File: src/rtl/axi_sram_rd_engine.sv
// AXI4 read-channel slave. It turns AR bursts into SRAM word reads and returns
// R beats through a credit-controlled FIFO that absorbs the SRAM read latency.
module axi_sram_rd_engine #(
  parameter int DATA_WIDTH = 32,
  parameter int ADDR_WIDTH = 16,
  parameter int ID_WIDTH   = 4,
  parameter int SRAM_LAT   = 1,
  parameter int FIFO_DEPTH = 4
) (
  input  logic                                        ACLK,
  input  logic                                        ARESET,
  input  logic [ID_WIDTH-1:0]                         ARID,
  input  logic [ADDR_WIDTH-1:0]                       ARADDR,
  input  logic [7:0]                                  ARLEN,
  input  logic [2:0]                                  ARSIZE,
  input  logic [1:0]                                  ARBURST,
  input  logic                                        ARVALID,
  output logic                                        ARREADY,
  output logic [ID_WIDTH-1:0]                         RID,
  output logic [DATA_WIDTH-1:0]                       RDATA,
  output logic [1:0]                                  RRESP,
  output logic                                        RLAST,
  output logic                                        RVALID,
  input  logic                                        RREADY,
  output logic                                        sram_ren,
  output logic [ADDR_WIDTH-$clog2(DATA_WIDTH/8)-1:0]  sram_addr,
  input  logic [DATA_WIDTH-1:0]                       sram_rdata,
  output logic                                        dbg_state
);
  // Valid/ready: a transfer happens on a rising edge where valid and ready are
  // both high; once RVALID rises, RID/RDATA/RRESP/RLAST hold until that edge.
  localparam int LSB = $clog2(DATA_WIDTH/8);
  localparam int PW  = $clog2(FIFO_DEPTH);
  localparam int EW  = DATA_WIDTH + 3;

  typedef enum logic {IDLE = 1'b0, BURST = 1'b1} state_t;
  state_t state, state_nx;

  logic                  init_q;
  logic [ID_WIDTH-1:0]   id_q;
  logic [ADDR_WIDTH-1:0] addr_q, addr_nx, step, wrap_mask;
  logic [7:0]            len_q;
  logic [2:0]            size_q;
  logic [1:0]            burst_q;
  logic                  err_q, ar_err, ar_hs;
  logic [8:0]            issued_q;
  logic                  beats_left, last_beat, err_push, issue;
  logic [SRAM_LAT-1:0]   vpipe, lpipe;
  logic [PW:0]           in_flight, count;
  logic [PW+1:0]         credit;
  logic [EW-1:0]         mem [FIFO_DEPTH];
  logic [PW-1:0]         wr_ptr, rd_ptr;
  logic                  push, pop;
  logic [EW-1:0]         push_entry, head;

  assign ar_hs = ARVALID & ARREADY;

  always_comb begin
    ar_err = 1'b0;
    if (ARSIZE > 3'(LSB)) ar_err = 1'b1;
    if (ARBURST == 2'b11) ar_err = 1'b1;
    if (ARBURST == 2'b10) begin
      if (!(ARLEN inside {8'd1, 8'd3, 8'd7, 8'd15})) ar_err = 1'b1;
      if ((ARADDR & ((ADDR_WIDTH'(1) << ARSIZE) - ADDR_WIDTH'(1))) != '0) ar_err = 1'b1;
    end
  end

  // INCR aligns down before stepping, so only the first beat can be unaligned.
  assign step      = ADDR_WIDTH'(1) << size_q;
  assign wrap_mask = ((ADDR_WIDTH'(len_q) + ADDR_WIDTH'(1)) << size_q) - ADDR_WIDTH'(1);
  always_comb begin
    addr_nx = addr_q;
    case (burst_q)
      2'b01:   addr_nx = (addr_q & ~(step - ADDR_WIDTH'(1))) + step;
      2'b10:   addr_nx = (addr_q & ~wrap_mask) | ((addr_q + step) & wrap_mask);
      default: addr_nx = addr_q;
    endcase
  end

  always_comb begin
    in_flight = '0;
    for (int i = 0; i < SRAM_LAT; i++) in_flight = in_flight + (PW+1)'(vpipe[i]);
  end

  assign credit     = (PW+2)'(in_flight) + (PW+2)'(count);
  assign beats_left = (issued_q <= {1'b0, len_q});
  assign last_beat  = (issued_q == {1'b0, len_q});
  assign err_push   = (state == BURST) & err_q & beats_left & (count < (PW+1)'(FIFO_DEPTH));
  assign issue      = sram_ren | err_push;

  // FSM: state register
  always_ff @(posedge ACLK or posedge ARESET) begin
    if (ARESET) state <= IDLE;
    else        state <= state_nx;
  end

  // FSM: next state
  always_comb begin
    state_nx = state;
    case (state)
      IDLE:    if (ar_hs) state_nx = BURST;
      BURST:   if (pop && head[DATA_WIDTH]) state_nx = IDLE;
      default: state_nx = IDLE;
    endcase
  end

  // FSM: outputs
  always_comb begin
    ARREADY  = (state == IDLE) & init_q;
    sram_ren = (state == BURST) & ~err_q & beats_left & (credit < (PW+2)'(FIFO_DEPTH));
  end

  assign dbg_state = state;
  assign sram_addr = addr_q[ADDR_WIDTH-1:LSB];

  always_ff @(posedge ACLK or posedge ARESET) begin
    if (ARESET) begin
      init_q   <= 1'b0;
      id_q     <= '0;
      addr_q   <= '0;
      len_q    <= '0;
      size_q   <= '0;
      burst_q  <= '0;
      err_q    <= 1'b0;
      issued_q <= '0;
    end else begin
      init_q <= 1'b1;
      if (ar_hs) begin
        id_q     <= ARID;
        addr_q   <= ARADDR;
        len_q    <= ARLEN;
        size_q   <= ARSIZE;
        burst_q  <= ARBURST;
        err_q    <= ar_err;
        issued_q <= '0;
      end else if (issue) begin
        issued_q <= issued_q + 9'd1;
        if (sram_ren) addr_q <= addr_nx;
      end
    end
  end

  // Each read is tagged so its data is captured exactly SRAM_LAT cycles later.
  always_ff @(posedge ACLK or posedge ARESET) begin
    if (ARESET) begin
      vpipe <= '0;
      lpipe <= '0;
    end else begin
      vpipe[0] <= sram_ren;
      lpipe[0] <= sram_ren & last_beat;
      for (int i = 1; i < SRAM_LAT; i++) begin
        vpipe[i] <= vpipe[i-1];
        lpipe[i] <= lpipe[i-1];
      end
    end
  end

  assign push       = err_push | vpipe[SRAM_LAT-1];
  assign push_entry = err_push ? {2'b10, last_beat, DATA_WIDTH'(0)}
                               : {2'b00, lpipe[SRAM_LAT-1], sram_rdata};
  assign head       = mem[rd_ptr];
  assign RVALID     = (count != '0);
  assign pop        = RVALID & RREADY;

  always_ff @(posedge ACLK) begin
    if (push) mem[wr_ptr] <= push_entry;
  end

  always_ff @(posedge ACLK or posedge ARESET) begin
    if (ARESET) begin
      wr_ptr <= '0;
      rd_ptr <= '0;
      count  <= '0;
    end else begin
      if (push) wr_ptr <= wr_ptr + PW'(1);
      if (pop)  rd_ptr <= rd_ptr + PW'(1);
      count <= count + (PW+1)'(push) - (PW+1)'(pop);
    end
  end

  assign RID   = id_q;
  assign RDATA = RVALID ? head[DATA_WIDTH-1:0] : '0;
  assign RLAST = RVALID & head[DATA_WIDTH];
  assign RRESP = RVALID ? head[EW-1:EW-2] : 2'b00;
endmodule

File: config.mk
export PLATFORM = sky130hd
export DESIGN_NAME = axi_sram_rd_engine
export DESIGN_NICKNAME = d
export VERILOG_FILES = /design/src/rtl/axi_sram_rd_engine.sv
export SDC_FILE = /design/constraint.sdc
export NUM_CORES = 1
export LEC_CHECK = 0
export CORE_ASPECT_RATIO = 1.25
export CORE_MARGIN = 1.5
export CORE_UTILIZATION = 50
export DETAILED_ROUTE_END_ITERATION = 8
export PLACE_DENSITY_LB_ADDON = 0.1
export SLEW_MARGIN = 20
export SYNTH_ARGS = -nofsm -noshare
export SYNTH_HDL_FRONTEND = slang
export SYNTH_SLANG_ARGS = --single-unit
File: constraint.sdc
create_clock -name ACLK -period 4.1 [get_ports ACLK]
set_input_delay 0.615 -clock ACLK [delete_from_list [all_inputs] [get_ports ACLK]]
set_output_delay 0.615 -clock ACLK [all_outputs]
set_load 0.05 [all_outputs]
---- After elaboration in Yosys (flattened, before gate mapping) ----
Memory sizes are Yosys's and may differ from the RTL's.
Cells that the tools add are included.
operators by class
  $add $sub $neg .......................... 12
  multiply operators ...................... 0
  div/mod/pow operators ................... 0
  $lt $le $gt $ge ......................... 4
  equal/unequal tests ..................... 9
  shifts and indexed selects .............. 3
  multiplexer cells ....................... 19
  bitwise operators ....................... 22
  reductions and logical operators ........ 8
operators with widths
  operator                                            count
  bitwise AND 16 bit                                  4
  2-to-1 mux 16 bit                                   3
  subtractor 16 x 1 -> 16 bit, second input constant  3
  2-to-1 mux 35 bit                                   1
  adder 16 bit                                        2
  2-to-1 mux 32 bit                                   1
  NOT 16 bit                                          2
  one-hot mux 16 bit (2 select lines)                 1
  left shift 1 x 3 -> 16 bit, first input constant    2
  2-to-1 mux 9 bit                                    2
  bitwise OR 16 bit                                   1
  nonzero test 16 bit                                 1
  left shift 9 x 3 -> 16 bit                          1
  bitwise AND 1 bit                                   11
  adder 8 x 1 -> 9 bit, second input constant         1
  adder 9 x 1 -> 9 bit, second input constant         1
  == test 9 x 8 -> 1 bit                              1
  less-or-equal comparator 9 x 8 -> 1 bit             1
  2-to-1 mux 1 bit                                    9
  == test 8 x 1 -> 1 bit, second input constant       1
  == test 8 x 2 -> 1 bit, second input constant       1
  == test 8 x 3 -> 1 bit, second input constant       1
  == test 8 x 4 -> 1 bit, second input constant       1
  == test 2 bit, second input constant                3
  other kinds (17)                                    22
storage, ports and cells
  register bits ........................... 54
  bits in latches ......................... 0
  RAM bits ................................ 140
  memory bits (read-only) ................. 0
  bits of input ports ..................... 69
  output and inout bits ................... 57
  word-level logic and storage cells ...... 92
  memories kept ........................... 1
memory list
  memory  depth  bits a word  read ports  clocked after Yosys merged registers in  wr ports  RTL line  text
  mem     4      35           1           0                                        1         51        logic [EW-1:0] mem [FIFO_DEPTH];

---- Depth between registers and ports, before layout ----
  word-level depth ........................ 10
  gate-level depth with buffers ........... 17
  gate-level depth less buffers ........... 15

---- Least setup slack after synthesis ----
Ideal clock, no wire load.
  path type ............................... register to register
  from .................................... reg len_q[6]
  to ...................................... mem mem[0][0] in the netlist's numbering (enable)
  library setup time ...................... 429 ps
  arrival ................................. 3686 ps
  required time ........................... 3671 ps
  slack ................................... -15 ps
  cell stages (with the launch flop) ...... 12
  buffers on the path ..................... 2
  period minus slack after synthesis ...... 4115 ps
  cell sequence ........................... dfrtp_1 buf_2 inv_1 ha_1 nand4b_1 o311ai_0 a211oi_1 or3_1 clkbuf_1 inv_1 nor2_1 nor2b_1
on the way
  longest elaborated chain between the ends .. 6
ends and longest elaborated chain
  item                                     RTL line  text
  from (decl)                              42        logic [7:0] len_q;
  from (signal assigned)                   121       len_q <= '0;
  from (signal assigned)                   131       len_q <= ARLEN;
  less-or-equal comparator 9 x 8 -> 1 bit  86        assign beats_left = (issued_q <= {1'b0, len_q});
  bitwise AND 1 bit (2 in series)          88        assign err_push = (state == BURST) & err_q & beats_left & (count < (PW+1)'(FIFO_DEPTH));
  named net err_push                       47        logic beats_left, last_beat, err_push, issue;
  bitwise OR 1 bit                         158       assign push = err_push | vpipe[SRAM_LAT-1];
  2-to-1 mux 1 bit                         166       if (push) mem[wr_ptr] <= push_entry;
  2-to-1 mux 1 bit (implied by the code)   166
  to (decl)                                51
The timed path passes the listed nets, and every way through them passes these cells.

---- Worst setup path in the final report ----
  from .................................... reg len_q[6]
  to ...................................... reg count[2]
on the way
  longest elaborated chain between the ends .. 6
ends and longest elaborated chain
  item                                     RTL line  text
  less-or-equal comparator 9 x 8 -> 1 bit  86
  bitwise AND 1 bit (2 in series)          88
  named net err_push                       47
  bitwise OR 1 bit                         158
  adder 3 x 1 -> 3 bit                     177       count <= count + (PW+1)'(push) - (PW+1)'(pop);
  subtractor 3 x 1 -> 3 bit                177
  to (signal assigned)                     177
  to (decl)                                49        logic [PW:0] in_flight, count;
The timed path passes the listed nets, and every way through them passes these cells.
A chain may end at the register's enable or synchronous reset.

==> flow_metrics.env <==
export IMPL_synth_area_top_cells="edfxtp_1 (38%), dfrtp_1 (12%), mux4_2 (7.3%), and2_1 (4.2%), ha_1 (3.6%)"
export IMPL_place_congestion=0.9215
export IMPL_leakage_nw=4.701
export IMPL_core_mm2=0.02140
export IMPL_holdWs_ns=0.4682
export IMPL_synthArstFlopShare_pct=28.42
export IMPL_dieWidth_um=134.6
export IMPL_path_class="reg2reg"
export IMPL_synth_compound_area_share_pct=12.03
export IMPL_yosysMostFrequentCell="edfxtp_1"
export IMPL_syn_instance_count=957
export IMPL_timing_fmax_ghz=0.2643
export IMPL_wl_per_cell_um=19.79
export IMPL_grt_pass1_wl_um=42070
export IMPL_area_growth_pct=19.56
export IMPL_first_pass_iters=6
export IMPL_synth_common_cells="edfxtp_1 (136), nand2_1 (97), and2_1 (73), dfrtp_1 (54)"
export IMPL_hold_class="in2async"
export IMPL_clock_skew_ns=0.01615
export IMPL_io_pins=126
export IMPL_wl_um=26710
export IMPL_die_area_mm2=0.02253
export IMPL_synth_seq_cells=190
export IMPL_final_util_pct=60.45
export IMPL_outcome="finished, final reports clean"
export IMPL_reg2reg_setup_slack_ns=0.32
export IMPL_drive_gt1_share_pct=12.32
export IMPL_finalNonFillerCells=1350
export IMPL_clk_path_buf_depth=2
export IMPL_slew_headroom_pct=31.32
export IMPL_drc_errors=0
export IMPL_syn_num_nets=1059
export IMPL_dp_cells=1318
export IMPL_vias=7912
export IMPL_synth_cell_types=95
export IMPL_first_global_vias=7787
export IMPL_grt_usage_pct=24.42
export IMPL_place_hpwl_um=19080
export IMPL_max_vdd_ir_drop_mv=0.5676
export IMPL_synthMuxAreaShare_pct=8.374
export IMPL_netlist_area_leader_share_pct=37.75
export IMPL_drv_cap=0
export IMPL_power_density_mw_per_mm2=895.4
export IMPL_gr_total_overflow=0
export IMPL_synth_top_family_by_area="simple AND/OR/NAND/NOR gates"
export IMPL_rows=60
export IMPL_cts_setup_buffers=0
export IMPL_synth_ff_type="edfxtp_1"
export IMPL_cts_resized=0
export IMPL_grt_max_degree=49
export IMPL_cts_tree="done"
export IMPL_synth_largest_area_cell="edfxtp_1"
export IMPL_min_period_ns=3.783
export IMPL_maxSlewViolCount=0
export IMPL_cp_arrival_ns=4.12
export IMPL_required_ns=4.43
export IMPL_fin_crit_sh_pct=92.27
export IMPL_end_kind="flop"
export IMPL_rsz0062_at_grt="no"
export IMPL_syn_avg_cell_area_um2=11.30
export IMPL_htreeDepth=4
export IMPL_antenna_cells=0
export IMPL_hold_viol=0
export IMPL_numClockSinks=190
export IMPL_cts_hold_buffers=0
export IMPL_synthXorXnorAreaFrac_pct=3.875
export IMPL_clk_latency_ns=0.45
export IMPL_seq_area_frac_synth_pct=50.24
export IMPL_final_net_count=1160
export IMPL_vias_per_cell=5.861
export IMPL_grt_antenna_before_repair=0
export IMPL_ys_warn_count=0
export IMPL_root_buffer="clkbuf_16"
export IMPL_clk_pin_slew_ns=0.08
export IMPL_port_buffers=124
export IMPL_worst_pin_slew_ns=1.030
export IMPL_drt_initial_drc_count=652
export IMPL_syn_area_mm2=0.01082
export IMPL_cp_max_fo=11
export IMPL_critPathLaunchType="flop"
export IMPL_die_height_um=167.5
export IMPL_synth_adder_area_share_pct=4.048
export IMPL_yosys_area_share_simple_pct=16.90
export IMPL_nFillCells=1799
export IMPL_synth_edf_count=136
export IMPL_setup_violations=0
export IMPL_start_util_pct=50.56
export IMPL_numCtsBuffers=17
export IMPL_antenna_left=0
-- worst max-delay path, stage by stage, from the launching register on --
cell and delay (ns):
dfrtp_1 0.54, inv_1 0.18, ha_1 0.37, nand4b_1 0.13, o311ai_0 0.13, a211oi_1 0.24
or3_1 0.19, inv_1 0.09, nor2_1 0.69, ha_1 0.36, inv_1 0.05, ha_1 0.13
inv_1 0.04, fa_1 0.36, xor2_1 0.16
-- placed cells by master, fill, tap and decap left out, types with 21 or more instances in the layout --
cell type and instances:
inv_1 34, o21ai_0 46, mux4_2 35, ha_1 31, clkdlybuf4s50_1 123, edfxtp_1 136
buf_4 22, and2_1 72, nor2_1 46, xnor2_1 25, xor2_1 21, a21oi_1 46
dfrtp_1 53, nand2_1 97
-- final timing paths --
| kind | startpoint | end | depth (start not counted) |
|---|---|---|---|
| setup / recovery | len_q[6] | count[2] | 14 |
| hold / removal | ARESET | RID[2] | 2 |
| setup reg to reg | len_q[6] | count[2] | 14 |
| hold reg to reg | RID[2] | RID[2] | 2 |
| max in group asynchronous | ARESET | size_q[2] | 3 |
| min in group ACLK | RID[2] | RID[2] | 2 |
-- registers in the layout, summed over array words and instances (netlist names), named ones only --
name	flops
size_q	3
dbg_state	1
err_q	1
mem	136
lpipe	1
wr_ptr	2
issued_q	9
vpipe	1
burst_q	2
init_q	1
rd_ptr	2
len_q	8
RID	4
count	3
-- metrics by stage --
step                      total power, mW  worst slack (ns)  setup TNS, ns  instance area (µm²)
final                               11.58            0.3171              0                12930
after global routing                12.25           0.02185              0                12930
after detailed placement            9.922            0.2970              0                12320
after floorplan                     8.021          -0.01513         -2.057                10820
after CTS                           11.63            0.2949              0                12930
after global placement              9.859            0.3608              0                12320
-- cells by family (layout without fill, tap and decap cells) --
group           after synthesis  in the layout
simple gates                340            340
compound gates              195            195
flops                       190            190
buf+inv                     104            218
xor+xnor                     47             47
mux                          45             45
fa+ha+maj                    34             34
other cells                   2              2
-- metal layers --
layer,global-route usage (%),share of wire (%),vias to the layer above,wire length (µm)
met1,29.38,40,3882,10560
met5,0,0,-,0
li1,-,-,3734,-
met2,44.26,53,254,14290
met4,8.789,2.4,0,640
met3,3.512,4.6,42,1229
-- power by group --
part / switching (mW) / total [mW] / internal [mW]
clock: 0.851 / 1.69 / 0.838
combinational: 4.16 / 6.72 / 2.56
sequential: 0.472 / 3.18 / 2.70
total: 5.48 / 11.6 / 6.10
-- final cells by class --
type | instances | area, µm² | share of cell area (%)
Sequential cell | 190 | 5436 | 42.03
Multi-Input combinational cell | 663 | 4931 | 38.13
Timing Repair Buffer | 148 | 1456 | 11.26
Clock buffer | 17 | 425.4 | 3.289
Tap cell | 279 | 349.1 | 2.699
Clock inverter | 15 | 192.7 | 1.490
Inverter | 38 | 142.6 | 1.103
Note: power is estimated with default switching activity, not from simulation.
